$ cat config.mk
export PLATFORM = sky130hd
export DESIGN_NAME = alu_issue_ctrl
export DESIGN_NICKNAME = d
export VERILOG_FILES = /design/src/rtl/alu_issue_pkg.sv /design/src/rtl/alu_regfile.sv /design/src/rtl/alu_issue_ctrl.sv
export SDC_FILE = /design/constraint.sdc
export NUM_CORES = 1
export LEC_CHECK = 0
export CORE_ASPECT_RATIO = 2
export CORE_UTILIZATION = 47
export CTS_CLUSTER_DIAMETER = 100
export DETAILED_ROUTE_END_ITERATION = 10
export HOLD_SLACK_MARGIN = 0.06
export PLACE_DENSITY = 0.77
export SLEW_MARGIN = 20
export SYNTH_ARGS = -nofsm -noshare
export SYNTH_HDL_FRONTEND = slang
export SYNTH_SLANG_ARGS = --single-unit
$ cat constraint.sdc
create_clock -name clk -period 1.5 [get_ports clk]
set_clock_uncertainty 0.05 [all_clocks]
set_input_delay 0.3 -clock clk [delete_from_list [all_inputs] [get_ports clk]]
set_output_delay 0.3 -clock clk [all_outputs]
set_load 0.01 [all_outputs]
$ cat src/rtl/alu_issue_pkg.sv
// alu_issue_pkg: shared opcodes, FSM states and instruction field positions for the ALU issue stage
package alu_issue_pkg;
    localparam int DATA_W = 8;
    localparam int NREG   = 4;
    localparam int AW     = 2;
    localparam logic [3:0] OP_ADD = 4'b0011;
    localparam logic [3:0] OP_SUB = 4'b0100;
    localparam logic [3:0] OP_AND = 4'b0101;
    localparam logic [3:0] OP_OR  = 4'b0110;
    localparam logic [3:0] OP_NOT = 4'b0001;
    localparam logic [3:0] OP_CLR = 4'b1010;
    localparam logic [3:0] OP_LDI = 4'b1000;
    localparam int OP_MSB  = 15;
    localparam int OP_LSB  = 12;
    localparam int RD_MSB  = 11;
    localparam int RD_LSB  = 10;
    localparam int RA_MSB  = 9;
    localparam int RA_LSB  = 8;
    localparam int RB_MSB  = 1;
    localparam int RB_LSB  = 0;
    localparam int IMM_MSB = 7;
    localparam int IMM_LSB = 0;
    typedef enum logic {IDLE = 1'b0, EXEC = 1'b1} state_t;
    function automatic logic is_alu_op(input logic [3:0] op);
        return op inside {OP_ADD, OP_SUB, OP_AND, OP_OR, OP_NOT, OP_CLR};
    endfunction
endpackage

$ cat src/rtl/alu_regfile.sv
// alu_regfile: 4x8 register file, two operand read ports plus a debug read port, one write port
module alu_regfile
    import alu_issue_pkg::*;
(
    input  logic              clk,
    input  logic              rst_n,
    input  logic [AW-1:0]     ra_i,
    input  logic [AW-1:0]     rb_i,
    input  logic [AW-1:0]     dbg_i,
    output logic [DATA_W-1:0] ra_o,
    output logic [DATA_W-1:0] rb_o,
    output logic [DATA_W-1:0] dbg_o,
    input  logic              we_i,
    input  logic [AW-1:0]     wa_i,
    input  logic [DATA_W-1:0] wd_i
);
    logic [DATA_W-1:0] rf_q [NREG];

    assign ra_o  = rf_q[ra_i];
    assign rb_o  = rf_q[rb_i];
    assign dbg_o = rf_q[dbg_i];

    // clear every entry on reset, otherwise write one entry per cycle
    always_ff @(posedge clk) begin
        if (!rst_n) begin
            for (int i = 0; i < NREG; i++) rf_q[i] <= '0;
        end else if (we_i) begin
            rf_q[wa_i] <= wd_i;
        end
    end
endmodule

$ cat src/rtl/alu_issue_ctrl.sv
// alu_issue_ctrl: issue stage feeding the 8-bit ALU and writing its result back; ISSUE_OVERLAP_EN enables overlapped issue with forwarding
module alu_issue_ctrl
    import alu_issue_pkg::*;
(
    input  logic              clk,
    input  logic              rst_n,
    input  logic              in_valid,
    output logic              in_ready,
    input  logic [15:0]       in_instr,
    output logic [DATA_W-1:0] alu_a,
    output logic [DATA_W-1:0] alu_b,
    output logic [3:0]        alu_mode,
    input  logic [DATA_W-1:0] alu_result,
    output logic              done_valid,
    output logic [AW-1:0]     done_rd,
    output logic [DATA_W-1:0] done_data,
    output logic              done_zero,
    output logic              err_sticky,
    input  logic [AW-1:0]     dbg_addr,
    output logic [DATA_W-1:0] dbg_data
);
`ifdef ISSUE_OVERLAP_EN
    localparam bit OVERLAP = 1'b1;
`else
    localparam bit OVERLAP = 1'b0;
`endif
    state_t state_q, state_d;
    logic [DATA_W-1:0] alu_a_q, alu_a_d, alu_b_q, alu_b_d, imm_q, imm_d;
    logic [DATA_W-1:0] done_data_q, done_data_d, rf_a, rf_b, wb_data;
    logic [3:0] alu_mode_q, alu_mode_d, op;
    logic [AW-1:0] rd_q, rd_d, done_rd_q, done_rd_d, rd, ra, rb;
    logic ldi_q, ldi_d, err_q, err_d, done_valid_q, done_valid_d, done_zero_q, done_zero_d;
    logic accept, in_exec, is_alu, is_ldi, is_ill, fwd_a, fwd_b;

    assign op       = in_instr[OP_MSB:OP_LSB];
    assign rd       = in_instr[RD_MSB:RD_LSB];
    assign ra       = in_instr[RA_MSB:RA_LSB];
    assign rb       = in_instr[RB_MSB:RB_LSB];
    assign is_alu   = is_alu_op(op);
    assign is_ldi   = (op == OP_LDI);
    assign is_ill   = !is_alu && !is_ldi;
    assign in_exec  = (state_q == EXEC);
    assign in_ready = OVERLAP || !in_exec;
    assign accept   = in_valid && in_ready;
    assign wb_data  = ldi_q ? imm_q : alu_result;
    assign fwd_a    = OVERLAP && in_exec && (ra == rd_q);
    assign fwd_b    = OVERLAP && in_exec && (rb == rd_q);

    alu_regfile u_rf (
        .clk   (clk),
        .rst_n (rst_n),
        .ra_i  (ra),
        .rb_i  (rb),
        .dbg_i (dbg_addr),
        .ra_o  (rf_a),
        .rb_o  (rf_b),
        .dbg_o (dbg_data),
        .we_i  (in_exec),
        .wa_i  (rd_q),
        .wd_i  (wb_data)
    );

    // state register
    always_ff @(posedge clk) begin
        if (!rst_n) state_q <= IDLE;
        else        state_q <= state_d;
    end

    // any legal accept enters (or stays in) EXEC; EXEC otherwise falls back to IDLE
    always_comb begin
        state_d = (accept && !is_ill) ? EXEC : IDLE;
    end

    // issue operands on accept and stage the retirement report of the in-flight instruction
    always_comb begin
        alu_a_d      = (accept && is_alu) ? (fwd_a ? wb_data : rf_a) : alu_a_q;
        alu_b_d      = (accept && is_alu) ? (fwd_b ? wb_data : rf_b) : alu_b_q;
        alu_mode_d   = !accept ? alu_mode_q : (is_alu ? op : OP_CLR);
        rd_d         = (accept && !is_ill) ? rd : rd_q;
        ldi_d        = (accept && !is_ill) ? is_ldi : ldi_q;
        imm_d        = (accept && !is_ill) ? in_instr[IMM_MSB:IMM_LSB] : imm_q;
        err_d        = err_q || (accept && is_ill);
        done_valid_d = in_exec;
        done_rd_d    = in_exec ? rd_q : done_rd_q;
        done_data_d  = in_exec ? wb_data : done_data_q;
        done_zero_d  = in_exec ? (wb_data == '0) : done_zero_q;
    end

    // datapath registers; reset drops any in-flight instruction
    always_ff @(posedge clk) begin
        if (!rst_n) begin
            alu_a_q      <= '0;
            alu_b_q      <= '0;
            alu_mode_q   <= OP_CLR;
            rd_q         <= '0;
            ldi_q        <= 1'b0;
            imm_q        <= '0;
            err_q        <= 1'b0;
            done_valid_q <= 1'b0;
            done_rd_q    <= '0;
            done_data_q  <= '0;
            done_zero_q  <= 1'b0;
        end else begin
            alu_a_q      <= alu_a_d;
            alu_b_q      <= alu_b_d;
            alu_mode_q   <= alu_mode_d;
            rd_q         <= rd_d;
            ldi_q        <= ldi_d;
            imm_q        <= imm_d;
            err_q        <= err_d;
            done_valid_q <= done_valid_d;
            done_rd_q    <= done_rd_d;
            done_data_q  <= done_data_d;
            done_zero_q  <= done_zero_d;
        end
    end

    assign alu_a      = alu_a_q;
    assign alu_b      = alu_b_q;
    assign alu_mode   = alu_mode_q;
    assign err_sticky = err_q;
    assign done_valid = done_valid_q;
    assign done_rd    = done_rd_q;
    assign done_data  = done_data_q;
    assign done_zero  = done_zero_q;
endmodule

## Word-level counts from Yosys, hierarchy flattened

Memory sizes are Yosys's and may differ from the RTL's. A register that Yosys moved wholly into a read port is not among the register bits.
Cells that the tools add are included.

- Equal/unequal tests: 7
- Mux-type cells: 10
- Reduce and logical (&&, ||, !) cells: 15

Operators with widths:

| operator | count |
|---|---|
| two-way mux 8 bit | 2 |
| == test 4 x 3 -> 1 bit, second input constant | 3 |
| == test 4 bit, second input constant | 2 |
| zero test 8 bit | 1 |
| OR reduction 8 bit | 1 |
| zero test 1 bit | 6 |
| two-way mux 1 bit | 6 |
| nonzero test 6 bit | 1 |
| logical AND 1 bit | 5 |
| == test 4 x 1 -> 1 bit, second input constant | 1 |
| == test 4 x 2 -> 1 bit, second input constant | 1 |
| two-way mux 4 bit | 1 |
| two-way mux 2 bit | 1 |
| logical OR 1 bit | 1 |

- Register bits: 29
- Memory bits (writable): 32
- Input bits: 29
- Word-level logic and storage cells: 43
- Memories kept: 1

Memories:

| name | words | width | read ports | clocked after Yosys merged registers in | wr ports | RTL line | source |
|---|---|---|---|---|---|---|---|
| u_rf.rf_q | 4 | 8 | 3 | 2 | 4 | alu_regfile.sv:17 | `logic [DATA_W-1:0] rf_q [NREG];` |

## Logic depth before layout (Yosys ltp)

Gate-level depths: netlist of run 1.

- Depth in word-level cells: 7
- Mapped depth: 6
- Mapped depth without buffers: 4

## Hierarchy

Synthesis of run 1 repeated with hierarchy kept, for this count alone.

- Cells, all modules: 324
- Area total of the unflattened synthesis: 3694.8 µm²

By module, submodules not included:

| module | instances | cells each | area each (µm²) | seq. area each (µm²) |
|---|---|---|---|---|
| alu_issue_ctrl | 1 | 217 | 1864.3 | 900.9 |
| alu_regfile | 1 | 107 | 1830.5 | 960.9 |

## Worst setup path before layout of run 1

OpenSTA, ideal clock, no wires.

- Path type: register to register
- Start point: register state_q, in the netlist done_valid_d
- End point: memory u_rf.rf_q[2][0] (enable)
- Data arrival time: 1.262 ns
- Required time: 1.120 ns
- Slack: -0.141 ns
- Stages on the path, launching flop included: 4
- Clock period less this slack: 1.641 ns
- Cell sequence: dfxtp_1 > clkbuf_1 > nand4b_1 > nand2_1

RTL lines:

| what | RTL line | source |
|---|---|---|
| start, declared | alu_issue_ctrl.sv:27 | `state_t state_q, state_d;` |
| start signal, assigned | alu_issue_ctrl.sv:66 | `else state_q <= state_d;` |
| end, declared | alu_regfile.sv:17 |  |

==> results of run 1 <==
==> worst reg2reg max path: cells and delay by family (launching register included) <==
family / cells / cell delay [ns]
buffers and inverters: 1 / 0.22
AO/OA/AOI/OAI: 2 / 0.58
AND/OR/NAND/NOR: 2 / 0.22
flip-flops: 1 / 0.35
==> layout make-up <==
cell class | instances | share of cell area (%)
sequential | 77 | 34.7
multi-input combinational | 213 | 32.3
timing repair buffer | 133 | 24.6
clock buffer | 9 | 4.19
tap | 92 | 2.14
clock inverter | 7 | 1.84
inverter | 3 | 0.209
==> routing by layer <==
metal / wire length, um / vias to the layer above / share of wire, %
met2: 5930 / 112 / 60
met5: 0 / - / 0
li1: - / 1390 / -
met3: 334 / 22 / 3.4
met1: 3310 / 1489 / 34
met4: 252 / 0 / 2.6
==> how the worst min path moves through the flow <==
stage                           from                  endpoint  slack, ns  depth (start not counted)
2_1_floorplan           in_instr[13]  alu_mode[1]$_SDFFE_PN1P_       0.39                          1
3_3_place_gp   alu_a[4]$_SDFFE_PN0P_     alu_a[4]$_SDFFE_PN0P_       0.39                          2
3_5_place_dp   alu_b[2]$_SDFFE_PN0P_     alu_b[2]$_SDFFE_PN0P_       0.40                          2
4_1_cts                        rst_n  alu_mode[3]$_SDFFE_PN1P_       0.36                          3
5_1_grt                 in_instr[14]  alu_mode[2]$_SDFFE_PN0P_       0.30                          3
6_report                in_instr[14]  alu_mode[2]$_SDFFE_PN0P_       0.29                          3
==> cell usage after synthesis (all sizes together) <==
cell,instances
clkbuf,13
nand3,13
o31a,1
a21oi,3
nand2,52
nand4b,1
mux2i,26
dfxtp,45
a22oi,1
nor4,3
and3,2
nand2b,1
nor2b,1
nor3,4
inv,3
and2,1
a31o,1
a21o,2
o21ai,14
or3,2
a32oi,1
edfxtp,32
nor2,50
o21a,1
a2111o,1
a211oi,8
mux4,24
buf,11
==> registers in the layout (all words and copies together), names as in the netlist, 2 cells and up <==
signal and cells:
done_data 8, alu_b 8, done_rd 2, alu_a 8, u_rf.rf_q 32, alu_mode 4
imm_q 8, rd_q 2
==> through the flow <==
step,hold slack (ns),std cells,instance area (sq um)
final,0.288,534,5380
after CTS,0.361,523,5150
after detailed placement,0.403,489,4670
after floorplan,0.386,317,3610
after global placement,0.393,489,4670
after global routing,0.301,534,5380
==> where the power goes <==
group / total, mW / internal (mW) / switching [mW]
clock: 2.37 / 1.47 / 0.903
sequential: 2.34 / 2.27 / 0.0643
combinational: 0.846 / 0.462 / 0.384
total: 5.55 / 4.20 / 1.35
==> timing repair <==
item | 4_1_cts | 5_1_grt
resized for setup | 92 | 28
hold endpoints to repair | 0 | 0
gates cloned | 2 | 2
setup endpoints to repair | 74 | 30
pin swaps | 1 | 8
buffers inserted | 16 | 9
==> cell families after synthesis <==
group	count (synthesis)
compound gates	33
buf+inv	27
flops	77
mux	50
simple gates	130
==> results.ini, run 1 <==
[layout]
area_delta_synth_final_pct=49.3
num-nets-final=466
utilization_pct=73.5
drive_gt1_share_pct=34.6
antenna_cells=0
layout.cells.most_common_list=nand2_1, nor2_1, buf_4
multi_input_area_sq_mm=0.00174
final.fill_count=488
combined_flip_flop_and_latch_cell_area_sq_mm=0.00187

[placed_design]
gpl.final_weighted_congestion=0.816
dp_hpwl_mm=5.81
dp_worst_setup_slack_ns=-0.818
io_buffers=70

[yosys]
synth.largest_area_cell=edfxtp_1
post_synth.cell_area_avg_sq_um=11.4
synth_fp_nets=346
synth_adder_area_share_pct=0
synth_top_family_by_area=multiplexers
synth_area_in_compound_gates_pct=6.98
synthMuxAreaShare_pct=22.2
synth_sequential_area_ratio_pct=51.7
synth_top_area_share_pct=26.7
yosysWarnings=0
synth_simple_gate_area_share_pct=15.0
synthesis.instances=317
postSynthRegisterBits=77
synth_top_area_cells=edfxtp_1, dfxtp_1, mux4_2
netlist_area_sq_mm=0.00360
synth-xor-area-share_pct=0
ys_types=34

[global_route]
number_of_antenna_violations_at_the_first_check_in_global_routing=0
grt_most_used_layer=met2
track_usage_pct=24.0
globalRouteOverflowTotal=0
vias_in_the_first_global_route=2930
grt_pass1_wl_mm=14.5
grt_util_met2_pct=46.0
grt_util_met3_pct=4.80
grt_start_max_net_pins=48
gr-usage-met1_pct=23.6

[worst_setup_path]
critPathKind=reg2out
critPathCaptureType=output port
cp.buffers_inverters=1
cp_max_fo=3
cp_data_arrival_time_ns=1.40
required_ns=1.15
cp-endpoint=dbg_data[5]
timing.critical_path.max_delay_family=multiplexers
critPathMaxStageDelay_ns=0.50
timing.critical_path.from_type=flip-flop
critical_path.startpoint=u_rf.rf_q[2][5]$_SDFFCE_PN0P_
reg2reg_to=imm_q[4]$_SDFFE_PN0P_
worstPathCellList=mux4_2, buf_6
r2r_cells=5
crit_path_top_delay_cell=mux4_2
timing.rr.start=done_valid_d$_SDFF_PN0_
path_depth=2
reg2reg_slack_ns=-0.01

[run_status]
violated_checks=negative setup slack
result_of_the_run=finished with violations

[floorplan]
die_area_sq_mm=0.00804
std_cell_rows=44
die_height_um=126
die_w_um=63.9
ios=71
floorplan.initialDensity_pct=49.2
core_area_sq_mm=0.00732

[power]
cellLeakagePower_nw=2.30
peak_supply_drop_uv=857
power_per_cell_area_mw_per_mm2=1030
fin_total_pwr_mw=5.55

[routing]
post_drt_via_cell_ratio=5.64
wire_per_inst_um=18.4
drt_pre_antenna_iters=4
dr_total_vias=3013
number_of_nets_with_antenna_violations_after_routing=0
wl_mm=9.82
detail_route.drc_violations=0
detail_route.iter0.violations=135

[sta]
rsz0062_at_grt=true
finalHoldViolCount=0
final_critical_path_setup_slack_ns=-0.253
clock.fmax_mhz=570
min_period_over_period_pct=117
final-setup-viol-count=14
post-route-min-period_ns=1.75
maxSlewHeadroom_pct=73.7
timing_max_transition_violations_final=0
totalNegativeSetupSlack_ns=-1.79
worst_slew_pin_slew_ns=0.392

[cts]
ctsHoldBuffers=0
clock_tree.buffer_depth=2
numClockSinks=77
cts_inserted_buffers=9
tritoncts=built
clk_root_buffer_cell=clkbuf_16
clock_insertion_delay_worst_skew_ns=0.33
clock_tree.htree_level_count=3
cts_clk_pin_slew_worst_paths_ns=0.07

[min_path]
min-delay-path-class=in2reg

[run]
max-cap-violations=0

(Power assumes the default switching activity.)
==> run 2, diff against run 1 <==
Settings changed: CAP_MARGIN set to 20, CORE_MARGIN set to 3.
==> run 2 against run 1 <==
Effect of this change:
- largest power group unchanged
- combinational power fell by 5.8%
- sequential cell count did not move
- the flow still finishes with violations (negative setup slack)
- critical endpoint is now dbg_data[7]
- clock power rose by 8%
==> results.ini, run 2 (same netlist as run 1, synthesis figures left out) <==
[run]
max-cap-violations=0

[routing]
highest_layer=met4
detailed_routed_wire_length_on_met2_mm=5.62
detail_route.iter0.violations=137
wl_met1_mm=3.09
wl_mm=9.31
number_of_nets_with_antenna_violations_after_routing=0
met3RoutedLength_um=429
drt_pre_antenna_iters=6
dr_total_vias=2865
post_drt_via_cell_ratio=5.53
detail_route.drc_violations=0
wire_per_inst_um=18.0

[floorplan]
die_w_um=67.9
ios=71
core_area_sq_mm=0.00738
floorplan.initialDensity_pct=48.8
die_height_um=130
die_area_sq_mm=0.00882
std_cell_rows=44

[worst_setup_path]
worstPathCellList=mux4_2, buf_6
critPathKind=reg2out
reg2reg_slack_ns=-0.05
crit_path_top_delay_cell=mux4_2
path_depth=2
required_ns=1.15
critical_path.startpoint=u_rf.rf_q[2][7]$_SDFFCE_PN0P_
cp_data_arrival_time_ns=1.41
cp_max_fo=3
timing.critical_path.from_type=flip-flop
timing.rr.start=done_valid_d$_SDFF_PN0_
critPathMaxStageDelay_ns=0.51
timing.critical_path.max_delay_family=multiplexers
cp-endpoint=dbg_data[7]
cp.buffers_inverters=1
critPathCaptureType=output port
r2r_cells=5
reg2reg_to=rd_q[1]$_SDFFE_PN0P_

[sta]
min_period_over_period_pct=118
post-route-min-period_ns=1.76
finalHoldViolCount=0
maxSlewHeadroom_pct=76.1
rsz0062_at_grt=true
final-setup-viol-count=18
worst_slew_pin_slew_ns=0.352
timing_max_transition_violations_final=0
clock.fmax_mhz=567
final_critical_path_setup_slack_ns=-0.264
totalNegativeSetupSlack_ns=-2.10

[layout]
max_reg_flops=32
max_flop_register=u_rf.rf_q
num-nets-final=450
utilization_pct=71.4
layout.cells.most_common_list=nand2_1, nor2_1, dfxtp_1
area_delta_synth_final_pct=46.2
mostFrequentLayoutCell=nand2_1
antenna_cells=0
drive_gt1_share_pct=31.5
post_layout_nonfiller_instances=518
final_design_area_no_fill_sq_mm=0.00527

[power]
cellLeakagePower_nw=2.24
power_per_cell_area_mw_per_mm2=1080
peak_supply_drop_uv=874
fin_total_pwr_mw=5.71

[placed_design]
dp_hpwl_mm=5.88
gpl.final_weighted_congestion=0.803
place_inst=485
dpl-instance-area_sq_mm=0.00464
io_buffers=70

[global_route]
grt_start_max_net_pins=66
number_of_antenna_violations_at_the_first_check_in_global_routing=0
track_usage_pct=21.5
vias_in_the_first_global_route=2749
globalRouteOverflowTotal=0
grt_pass1_wl_mm=13.7

[min_path]
min-delay-path-class=in2reg

[cts]
clock_tree.buffer_depth=2
tritoncts=built
numClockSinks=77
clock_insertion_delay_worst_skew_ns=0.33
clock_tree.htree_level_count=3
cts_clk_pin_slew_worst_paths_ns=0.05
cts_inserted_buffers=9
clk_root_buffer_cell=clkbuf_16

[run_status]
violated_checks=negative setup slack
result_of_the_run=finished with violations

==> run 2: worst min-delay path by stage <==
stage                               end  slack, ns  depth (start not counted)             startpoint
3_3_place_gp      alu_a[1]$_SDFFE_PN0P_       0.39                          2  alu_a[1]$_SDFFE_PN0P_
4_1_cts        alu_mode[3]$_SDFFE_PN1P_       0.38                          3                  rst_n
6_report          done_valid$_SDFF_PN0_       0.40                          4                  rst_n
2_1_floorplan  alu_mode[1]$_SDFFE_PN1P_       0.39                          1           in_instr[13]
5_1_grt           done_valid$_SDFF_PN0_       0.41                          4                  rst_n
3_5_place_dp      alu_a[1]$_SDFFE_PN0P_       0.40                          2  alu_a[1]$_SDFFE_PN0P_
==> run 2: metal layers <==
layer / vias up / track usage, %
li1: 1352 / -
met1: 1402 / 22.0
met2: 98 / 40.0
met3: 13 / 2.93
met4: 0 / 11.8
met5: - / 0
==> run 2: repair_timing <==
| action | CTS | global route |
|---|---|---|
| buffers inserted | 9 | 4 |
| setup endpoints to repair | 75 | 45 |
| pin swaps | 1 | 6 |
| resized for setup | 84 | 30 |
| hold buffers | 0 | 0 |
| cloned | 1 | 3 |
==> run 2: area by class of cell <==
class / count / area (sq um)
multi-input cells: 213 / 1730
flip-flops and latches: 77 / 1870
repair buffers: 117 / 1190
fillers: 533 / 2110
clock buffers: 13 / 270
clock inverters: 3 / 90.1
inverters: 3 / 11.3
well taps: 92 / 115
==> run 2: worst reg2reg max path: cells and delay by family (launching register included) <==
family                 cells  cell delay, ns
AND/OR/NAND/NOR            2            0.22
AO/OA/AOI/OAI              2            0.62
buffers and inverters      1            0.21
flip-flops                 1            0.35
==> run 2: per-stage QoR <==
step / hold slack [ns] / worst slack [ns]
after floorplan: 0.386 / 0.0127
after detailed placement: 0.403 / -0.843
after global routing: 0.412 / -0.298
after CTS: 0.377 / -0.288
final: 0.405 / -0.264
after global placement: 0.393 / -0.834
==> run 2: report_power, final <==
group | switching (mW) | total, mW | internal [mW]
logic | 0.365 | 0.797 | 0.431
clock network | 0.807 | 2.57 | 1.76
registers | 0.0667 | 2.34 | 2.27
